## config.mk

```make
export PLATFORM = sky130hd
export DESIGN_NAME = sqrt_iter_core
export DESIGN_NICKNAME = d
export VERILOG_FILES = /design/src/rtl/sqrt_pkg.sv /design/src/rtl/sqrt_iter_core.sv
export SDC_FILE = /design/constraint.sdc
export NUM_CORES = 1
export LEC_CHECK = 0
export CORE_ASPECT_RATIO = 0.5
export CORE_MARGIN = 3
export CORE_UTILIZATION = 40
export CTS_CLUSTER_SIZE = 14
export DETAILED_ROUTE_END_ITERATION = 8
export SLEW_MARGIN = 5
export SYNTH_ARGS = -nofsm -noshare
export SYNTH_HDL_FRONTEND = slang
export SYNTH_SLANG_ARGS = --single-unit
```

## constraint.sdc

```tcl
create_clock -name clk -period 4.1 [get_ports clk]
set_input_delay 0.82 -clock clk [delete_from_list [all_inputs] [get_ports clk]]
set_output_delay 0.82 -clock clk [all_outputs]
set_load 0.01 [all_outputs]
```

## src/rtl/sqrt_pkg.sv

```systemverilog
// Shared definitions for the iterative integer square-root engine and its bus wrapper.
// Holds the FSM state type and the width helpers derived from the operand width.
package sqrt_pkg;

    typedef enum logic [0:0] {
        IDLE = 1'b0,
        CALC = 1'b1
    } state_t;

    localparam int unsigned SQRT_IN_W = 16;

    function automatic int unsigned root_w(input int unsigned in_w);
        return in_w / 2;
    endfunction

    function automatic int unsigned rem_w(input int unsigned in_w);
        return (in_w / 2) + 1;
    endfunction

    function automatic int unsigned cnt_w(input int unsigned in_w);
        return $clog2(in_w / 2);
    endfunction

endpackage

```

## src/rtl/sqrt_iter_core.sv

```systemverilog
// Restoring digit-by-digit integer square root: one root bit per clock.
// X/R/valid/exact are sticky until the next accepted start; done pulses for one cycle.
module sqrt_iter_core
    import sqrt_pkg::*;
#(
    parameter int IN_W = SQRT_IN_W
) (
    input  logic                      clk,
    input  logic                      reset,
    input  logic                      start,
    input  logic [IN_W-1:0]           A,
    output logic [root_w(IN_W)-1:0]   X,
    output logic [rem_w(IN_W)-1:0]    R,
    output logic                      busy,
    output logic                      done,
    output logic                      valid,
    output logic                      exact
);

    localparam int OUT_W = root_w(IN_W);
    localparam int REM_W = rem_w(IN_W);
    localparam int CNT_W = cnt_w(IN_W);

    state_t            state_r;
    logic [IN_W-1:0]   a_sh_r;
    logic [OUT_W-1:0]  r_acc_r;
    logic [OUT_W-1:0]  q_acc_r;
    logic [CNT_W-1:0]  cnt_r;

    logic [REM_W:0]    trial_s;
    logic [REM_W:0]    sub_s;
    logic [REM_W:0]    diff_s;
    logic [REM_W-1:0]  r_next_s;
    logic [OUT_W-1:0]  q_next_s;

    // Single restoring step; the partial remainder never exceeds 2*q so REM_W+1 bits hold the trial.
    always_comb begin
        trial_s  = {r_acc_r, a_sh_r[IN_W-1:IN_W-2]};
        sub_s    = {q_acc_r, 2'b01};
        diff_s   = trial_s - sub_s;
        r_next_s = {REM_W{1'b0}};
        q_next_s = {OUT_W{1'b0}};
        if (diff_s[REM_W] == 1'b0) begin
            r_next_s = diff_s[REM_W-1:0];
            q_next_s = {q_acc_r[OUT_W-2:0], 1'b1};
        end else begin
            r_next_s = trial_s[REM_W-1:0];
            q_next_s = {q_acc_r[OUT_W-2:0], 1'b0};
        end
    end

    // Control FSM, datapath accumulators and registered result/status outputs.
    always_ff @(posedge clk or negedge reset) begin
        if (!reset) begin
            state_r <= IDLE;
            a_sh_r  <= {IN_W{1'b0}};
            r_acc_r <= {OUT_W{1'b0}};
            q_acc_r <= {OUT_W{1'b0}};
            cnt_r   <= {CNT_W{1'b0}};
            X       <= {OUT_W{1'b0}};
            R       <= {REM_W{1'b0}};
            busy    <= 1'b0;
            done    <= 1'b0;
            valid   <= 1'b0;
            exact   <= 1'b0;
        end else begin
            done <= 1'b0;
            case (state_r)
                IDLE: begin
                    if (start) begin
                        a_sh_r  <= A;
                        r_acc_r <= {OUT_W{1'b0}};
                        q_acc_r <= {OUT_W{1'b0}};
                        cnt_r   <= CNT_W'(OUT_W - 1);
                        busy    <= 1'b1;
                        valid   <= 1'b0;
                        exact   <= 1'b0;
                        state_r <= CALC;
                    end else begin
                        state_r <= IDLE;
                    end
                end
                CALC: begin
                    r_acc_r <= r_next_s[OUT_W-1:0];
                    q_acc_r <= q_next_s;
                    a_sh_r  <= {a_sh_r[IN_W-3:0], 2'b00};
                    cnt_r   <= cnt_r - {{(CNT_W-1){1'b0}}, 1'b1};
                    if (cnt_r == {CNT_W{1'b0}}) begin
                        X       <= q_next_s;
                        R       <= r_next_s;
                        done    <= 1'b1;
                        valid   <= 1'b1;
                        exact   <= (r_next_s == {REM_W{1'b0}});
                        busy    <= 1'b0;
                        state_r <= IDLE;
                    end else begin
                        state_r <= CALC;
                    end
                end
                default: begin
                    state_r <= IDLE;
                    busy    <= 1'b0;
                end
            endcase
        end
    end

endmodule

```

==> reports/summary.txt, run 1 <==
run status: finished clean
CTS buffer count: 9
static leakage: 1.63 nW
Syn Inst Count: 273
final setup vio count: 0
Reg clk slew, reported paths: 0.05 ns
placer's final routability congestion estimate: 0.867
initial antenna violation count: 0
CP arrival: 2.99 ns
# rows: 20
delay-heaviest family, CP: compound AO/OA/AOI/OAI gates
Critical R2R Launch: r_acc_r[0]
Worst Hold Slack: 0.475 ns
Initial DRT Pass Iterations: 4
CP Cell Sequence: ha_1, o21ai_2, a22oi_2, a41oi_2, xnor2_2, buf_4, or4b_1, o31ai_2
WL met2: 2.73 mm
min-delay worst type: flop to flop
crit path time final: 2.75 ns
number of I/O pins: 40
Inserted Diodes: 0
crit path max fanout: 9
CP Launch Type: flop
worst r2r dst: exact
via count of the first global-routing pass: 2093
Die H: 65.2 um
PwrDens: 994 mW/mm2
M1 wire length: 2.90 mm
RSZ-0062 raised after global routing: false
period utilization: 67.0%
R2R setup slack: 1.35 ns
post-synthesis register bit count: 57
synth warn: 0
CP Launch Point: r_acc_r[0]
register area share after synthesis: 50.8%
Avg Inst Size Synth: 10.3 um2
metal3 WL: 363 um
Syn Std Cell Area: 0.00281 mm2
Stages on worst setup path: 8
Port Buf Inserts: 39
postcts setup bufs: 0
Worst EP required: 4.34 ns
GRT Overall Usage: 16.8%
peak supply drop: 0.000304 V
number of synthesized flops with an enable pin: 0
final setup margin: 1.35 ns
max-cap violations: 0
Hold Violations, Final: 0
clock root cell: clkbuf_16
clk sink count: 57
commonest non-fill, non-tap cells in the layout: dfrtp_1, nand2_1, clkdlybuf4s50_1, o21ai_0, mux2i_1
most common flop cell mapped by yosys: dfrtp_1
final wirelength: 6.07 mm
proportion of layout cells with a drive suffix above 1: 8.54%
die area: 0.00812 mm2
DR DRC count: 0
Worst Path Buf+Inv: 1
Layout Cell Area excl Fill: 0.00354 mm2
Starting Density: 43.6%
Syn Nets: 302
Crit-path slowest cell: or4b_1
Max-slew headroom: 48.4%
total number of vias: 2036
Critical Path Sink: exact
CTS max path bufs: 2
Vias/cell: 5.04
grt ovf: 0
most common cell after layout, fill and taps aside: dfrtp_1
core area: 0.00643 mm2
Starting DRT DRC Count: 73
Layout area overhead: 26.2%
dpl ws: 1.35 ns
die width: 124 um
post-CTS sizing: 0
Hold-fix buffers, CTS: 0
H-Tree Depth: 3
first-pass GRT wire length: 10.4 mm
post-synthesis cell type count: 38
Final Net Count: 341
Antenna Violating Nets Remaining: 0
worst skew pair latency: 0.33 ns
FMAX: 0.364 GHz
Slew Limit Fails: 0
CP endpoint kind: flop
Worst path max stage delay: 0.47 ns
uppermost layer routed: met4
setup tns final: 0 ns
CTS tree: yes
largest net degree at the start of global routing: 65
DR WL/cell: 15.0 um
DP Area: 0.00327 mm2
Fin Clk Skew: 0.00685 ns
DP HPWL: 4.26 mm
CP Class: flop to flop
Async SR Flop Fraction: 100%
Tightest Pin Transition: 0.774 ns
Register-to-Register Path Depth: 8
## power by group
part | internal, W | leakage [nW] | switching, W
Combinational | 0.000844 | 0.780 | 0.00102
Sequential | 0.000828 | 0.719 | 0.000166
Clock | 0.000437 | 0.130 | 0.000230
Total | 0.00211 | 1.63 | 0.00141
## how the worst min path moves through the flow
| stage | startpoint | end | slack, ns | depth (start not counted) |
|---|---|---|---|---|
| final | valid | valid | 0.48 | 2 |
| after CTS | q_acc_r[4] | q_acc_r[5] | 0.48 | 2 |
| after global placement | q_acc_r[4] | q_acc_r[5] | 0.45 | 2 |
| after detailed placement | a_sh_r[12] | a_sh_r[14] | 0.47 | 2 |
| after floorplan | cnt_r[0] | cnt_r[0] | 0.45 | 1 |
| after global routing | cnt_r[0] | cnt_r[0] | 0.50 | 1 |
## synthesized netlist by cell type, drive strengths merged (3+ instances only)
master	instances	area share, %
xnor2	6	2.1
a21oi	8	1.4
inv	13	1.7
mux2i	29	10
nand2	42	5.6
dfrtp	57	51
nor3	5	0.89
ha	10	4.5
o31ai	8	2.3
buf	4	0.67
mux2	3	1.2
clkbuf	11	1.5
xor2	5	1.6
nor2	6	0.80
o21ai	32	5.8
nand2b	9	2.0
## metal layers
| layer | up-vias | GRT usage, % |
|---|---|---|
| met5 | - | 0 |
| met4 | 0 | 5.74 |
| met3 | 8 | 7.14 |
| met2 | 42 | 27.0 |
| met1 | 963 | 20.5 |
| li1 | 1023 | - |
## flip-flops by register name, indices dropped and copies added, names as in the netlist, 3 cells and up
signal,count
q_acc_r,8
a_sh_r,16
X,8
cnt_r,3
r_acc_r,8
R,9
## worst register-to-register path: cells and delay by family (launching register included)
kind	cells	cell delay (ns)
compound gates	4	0.70
xor+xnor	1	0.46
fa+ha+maj	1	0.36
buf+inv	1	0.25
flops	1	0.42
simple gates	1	0.47
## final cells by class
| class | count | area (um2) |
|---|---|---|
| fillers | 559 | 2890 |
| flip-flops and latches | 57 | 1430 |
| multi-input cells | 187 | 1270 |
| repair buffers | 43 | 415 |
| clock buffers | 15 | 268 |
| well taps | 88 | 110 |
| inverters | 14 | 52.6 |
## metrics by stage
| step | total power (W) | utilization (%) | instances |
|---|---|---|---|
| after floorplan | 0.00230 | - | 273 |
| after global placement | 0.00281 | 50.9 | 389 |
| after detailed placement | 0.00286 | 50.9 | 389 |
| after CTS | 0.00355 | 55.1 | 404 |
| after global routing | 0.00381 | 55.1 | 404 |
| final | 0.00352 | 55.1 | 404 |
## cell families after synthesis
| logic type | synth area share (%) |
|---|---|
| adder cells (fa/ha/maj) | 4.46 |
| buffers and inverters | 4.01 |
| AO/OA/AOI/OAI | 12.5 |
| flip-flops | 50.8 |
| XOR/XNOR | 3.70 |
| multiplexers | 11.5 |
| AND/OR/NAND/NOR | 12.9 |
(Power assumes the default switching activity.)
==> run 2: changes to the inputs <==
==> constraint.sdc (replaced) <==
create_clock -name clk -period 2.85 [get_ports clk]
set_input_delay 0.57 -clock clk [delete_from_list [all_inputs] [get_ports clk]]
set_output_delay 0.57 -clock clk [all_outputs]
set_load 0.01 [all_outputs]
==> reports/summary.txt, run 2 (synthesized netlist as in run 1, its figures left out) <==
run status: finished clean (unchanged)
peak supply drop: 0.000470 V (was 0.000304 V)
postcts setup bufs: 0 (unchanged)
die area: 0.00812 mm2 (unchanged)
Critical R2R Launch: r_acc_r[1] (was r_acc_r[0])
DR DRC count: 0 (unchanged)
crit path max fanout: 6 (was 9)
first-pass GRT wire length: 10.5 mm (was 10.4 mm)
final setup vio count: 0 (unchanged)
worst skew pair latency: 0.33 ns (about the same)
Starting DRT DRC Count: 83 (was 73)
Inserted Diodes: 0 (unchanged)
Antenna Violating Nets Remaining: 0 (unchanged)
CP Launch Type: flop (unchanged)
Initial DRT Pass Iterations: 4 (unchanged)
post-CTS sizing: 0 (unchanged)
Tightest Pin Transition: 0.642 ns (was 0.774 ns)
final wirelength: 6.04 mm (was 6.07 mm)
static leakage: 1.66 nW (was 1.63 nW)
CTS buffer count: 9 (unchanged)
Worst Hold Slack: 0.0786 ns (was 0.475 ns)
initial antenna violation count: 0 (unchanged)
CP Class: flop to flop (unchanged)
setup tns final: 0 ns (unchanged)
R2R setup slack: 0.37 ns (was 1.35 ns)
Die H: 65.2 um (unchanged)
Layout Cell Area excl Fill: 0.00358 mm2 (was 0.00354 mm2)
proportion of layout cells with a drive suffix above 1: 10.7% (was 8.54%)
commonest non-fill, non-tap cells in the layout: dfrtp_1, nand2_1, clkdlybuf4s50_1, o21ai_0, mux2i_1 (unchanged)
period utilization: 87.2% (was 67.0%)
Largest register FFs: 16 (unchanged)
Int Pwr: 0.00309 W (was 0.00211 W)
Largest regs: a_sh_r x16, R x9 (unchanged)
crit path time final: 2.48 ns (was 2.75 ns)
GRT Overall Usage: 16.7% (was 16.8%)
PwrDens: 1430 mW/mm2 (was 994 mW/mm2)
largest net degree at the start of global routing: 65 (unchanged)
Critical Path Sink: exact (unchanged)
CTS max path bufs: 2 (unchanged)
via count of the first global-routing pass: 2095 (was 2093)
Slew Limit Fails: 0 (unchanged)
core area: 0.00643 mm2 (unchanged)
CP arrival: 2.72 ns (was 2.99 ns)
fillcell total: 557 (was 559)
max-cap violations: 0 (unchanged)
Clock Power Share: 19.4% (was 18.9%)
FMAX: 0.403 GHz (was 0.364 GHz)
number of I/O pins: 40 (unchanged)
Sw Pwr: 0.00204 W (was 0.00141 W)
DP Area: 0.00330 mm2 (was 0.00327 mm2)
clk sink count: 57 (unchanged)
DR WL/cell: 14.9 um (was 15.0 um)
power share of the combinational group: 52.8% (about the same)
DP HPWL: 4.30 mm (was 4.26 mm)
Reg clk slew, reported paths: 0.05 ns (about the same)
Port Buf Inserts: 39 (unchanged)
Layout area overhead: 27.5% (was 26.2%)
sequential share of power: 27.8% (was 28.2%)
CP endpoint kind: flop (unchanged)
Hold Violations, Final: 0 (unchanged)
clock root cell: clkbuf_16 (unchanged)
switch share: 39.8% (was 40.1%)
placer's final routability congestion estimate: 0.839 (was 0.867)
total number of vias: 2072 (was 2036)
most common cell after layout, fill and taps aside: dfrtp_1 (unchanged)
min-delay worst type: input port to async pin (was flop to flop)
RSZ-0062 raised after global routing: false (unchanged)
Register-to-Register Path Depth: 8 (unchanged)
Max-slew headroom: 57.2% (was 48.4%)
register with the most flip-flops: a_sh_r (unchanged)
worst r2r dst: exact (unchanged)
H-Tree Depth: 3 (unchanged)
Worst EP required: 3.08 ns (was 4.34 ns)
CP Launch Point: r_acc_r[1] (was r_acc_r[0])
Starting Density: 43.6% (unchanged)
Hold-fix buffers, CTS: 0 (unchanged)
die width: 124 um (unchanged)
Vias/cell: 5.09 (was 5.04)
Fin Clk Skew: 0.00774 ns (was 0.00685 ns)
CTS tree: yes (unchanged)
# rows: 20 (unchanged)
Final Net Count: 344 (was 341)
grt ovf: 0 (unchanged)
-- run 2: cell type report --
class | count | area, um2 | area share [%]
clock buffers | 12 | 267 | 7.45
clock inverters | 3 | 15.0 | 0.420
inverters | 14 | 52.6 | 1.47
multi-input cells | 187 | 1270 | 35.4
flip-flops and latches | 57 | 1430 | 39.9
well taps | 88 | 110 | 3.08
repair buffers | 46 | 438 | 12.2
-- run 2: worst min-delay path by stage --
stage / start / endpoint / slack (ns) / cells past startpoint
6_report: reset / a_sh_r[2] / 0.08 / 1
2_1_floorplan: reset / R[0] / 0.27 / 0
5_1_grt: reset / a_sh_r[2] / 0.08 / 1
3_5_place_dp: reset / a_sh_r[8] / 0.42 / 1
4_1_cts: reset / a_sh_r[2] / 0.07 / 1
3_3_place_gp: reset / a_sh_r[8] / 0.41 / 1
-- run 2: layer usage --
metal	global-route usage, %	share of wire [%]	up-vias
met4	6.56	1.9	0
met1	22.5	51	990
met2	24.7	42	46
met3	6.09	5.3	10
li1	-	-	1026
met5	0	0	-
-- run 2: power groups by stage --
stage                     clock network (W)  registers, W  logic [W]
after global routing                0.00106       0.00148    0.00300
after CTS                           0.00102       0.00143    0.00273
final                              0.000996       0.00143    0.00271
after floorplan                           0       0.00144    0.00187
after detailed placement                  0       0.00144    0.00272
after global placement                    0       0.00142    0.00268
-- run 2: worst max-delay path: stages, from the launching register on --
cell and delay, ns:
dfrtp_1 0.42, ha_1 0.37, o21ai_0 0.22, a22oi_2 0.12, a41oi_2 0.24, xnor2_2 0.16
buf_4 0.19, or4b_1 0.45, o31ai_2 0.21
-- run 2: through the flow --
stage	total power, W	setup WS (ns)	utilization (%)	std cells
after CTS	0.00519	0.348	55.6	407
final	0.00513	0.366	55.6	407
after floorplan	0.00330	0.723	-	273
after global placement	0.00410	0.509	51.2	392
after detailed placement	0.00416	0.419	51.2	392
after global routing	0.00554	0.227	55.6	407
==> run 3: changes to the inputs <==
--- a/config.mk
+++ b/config.mk
@@ -10,6 +10,7 @@
 export CORE_UTILIZATION = 40
 export CTS_CLUSTER_SIZE = 14
 export DETAILED_ROUTE_END_ITERATION = 8
+export SETUP_SLACK_MARGIN = 0.15
 export SLEW_MARGIN = 5
 export SYNTH_ARGS = -nofsm -noshare
 export SYNTH_HDL_FRONTEND = slang
==> results of run 3 <==
The final DEF is identical to that of run 2; final timing and power are the same.
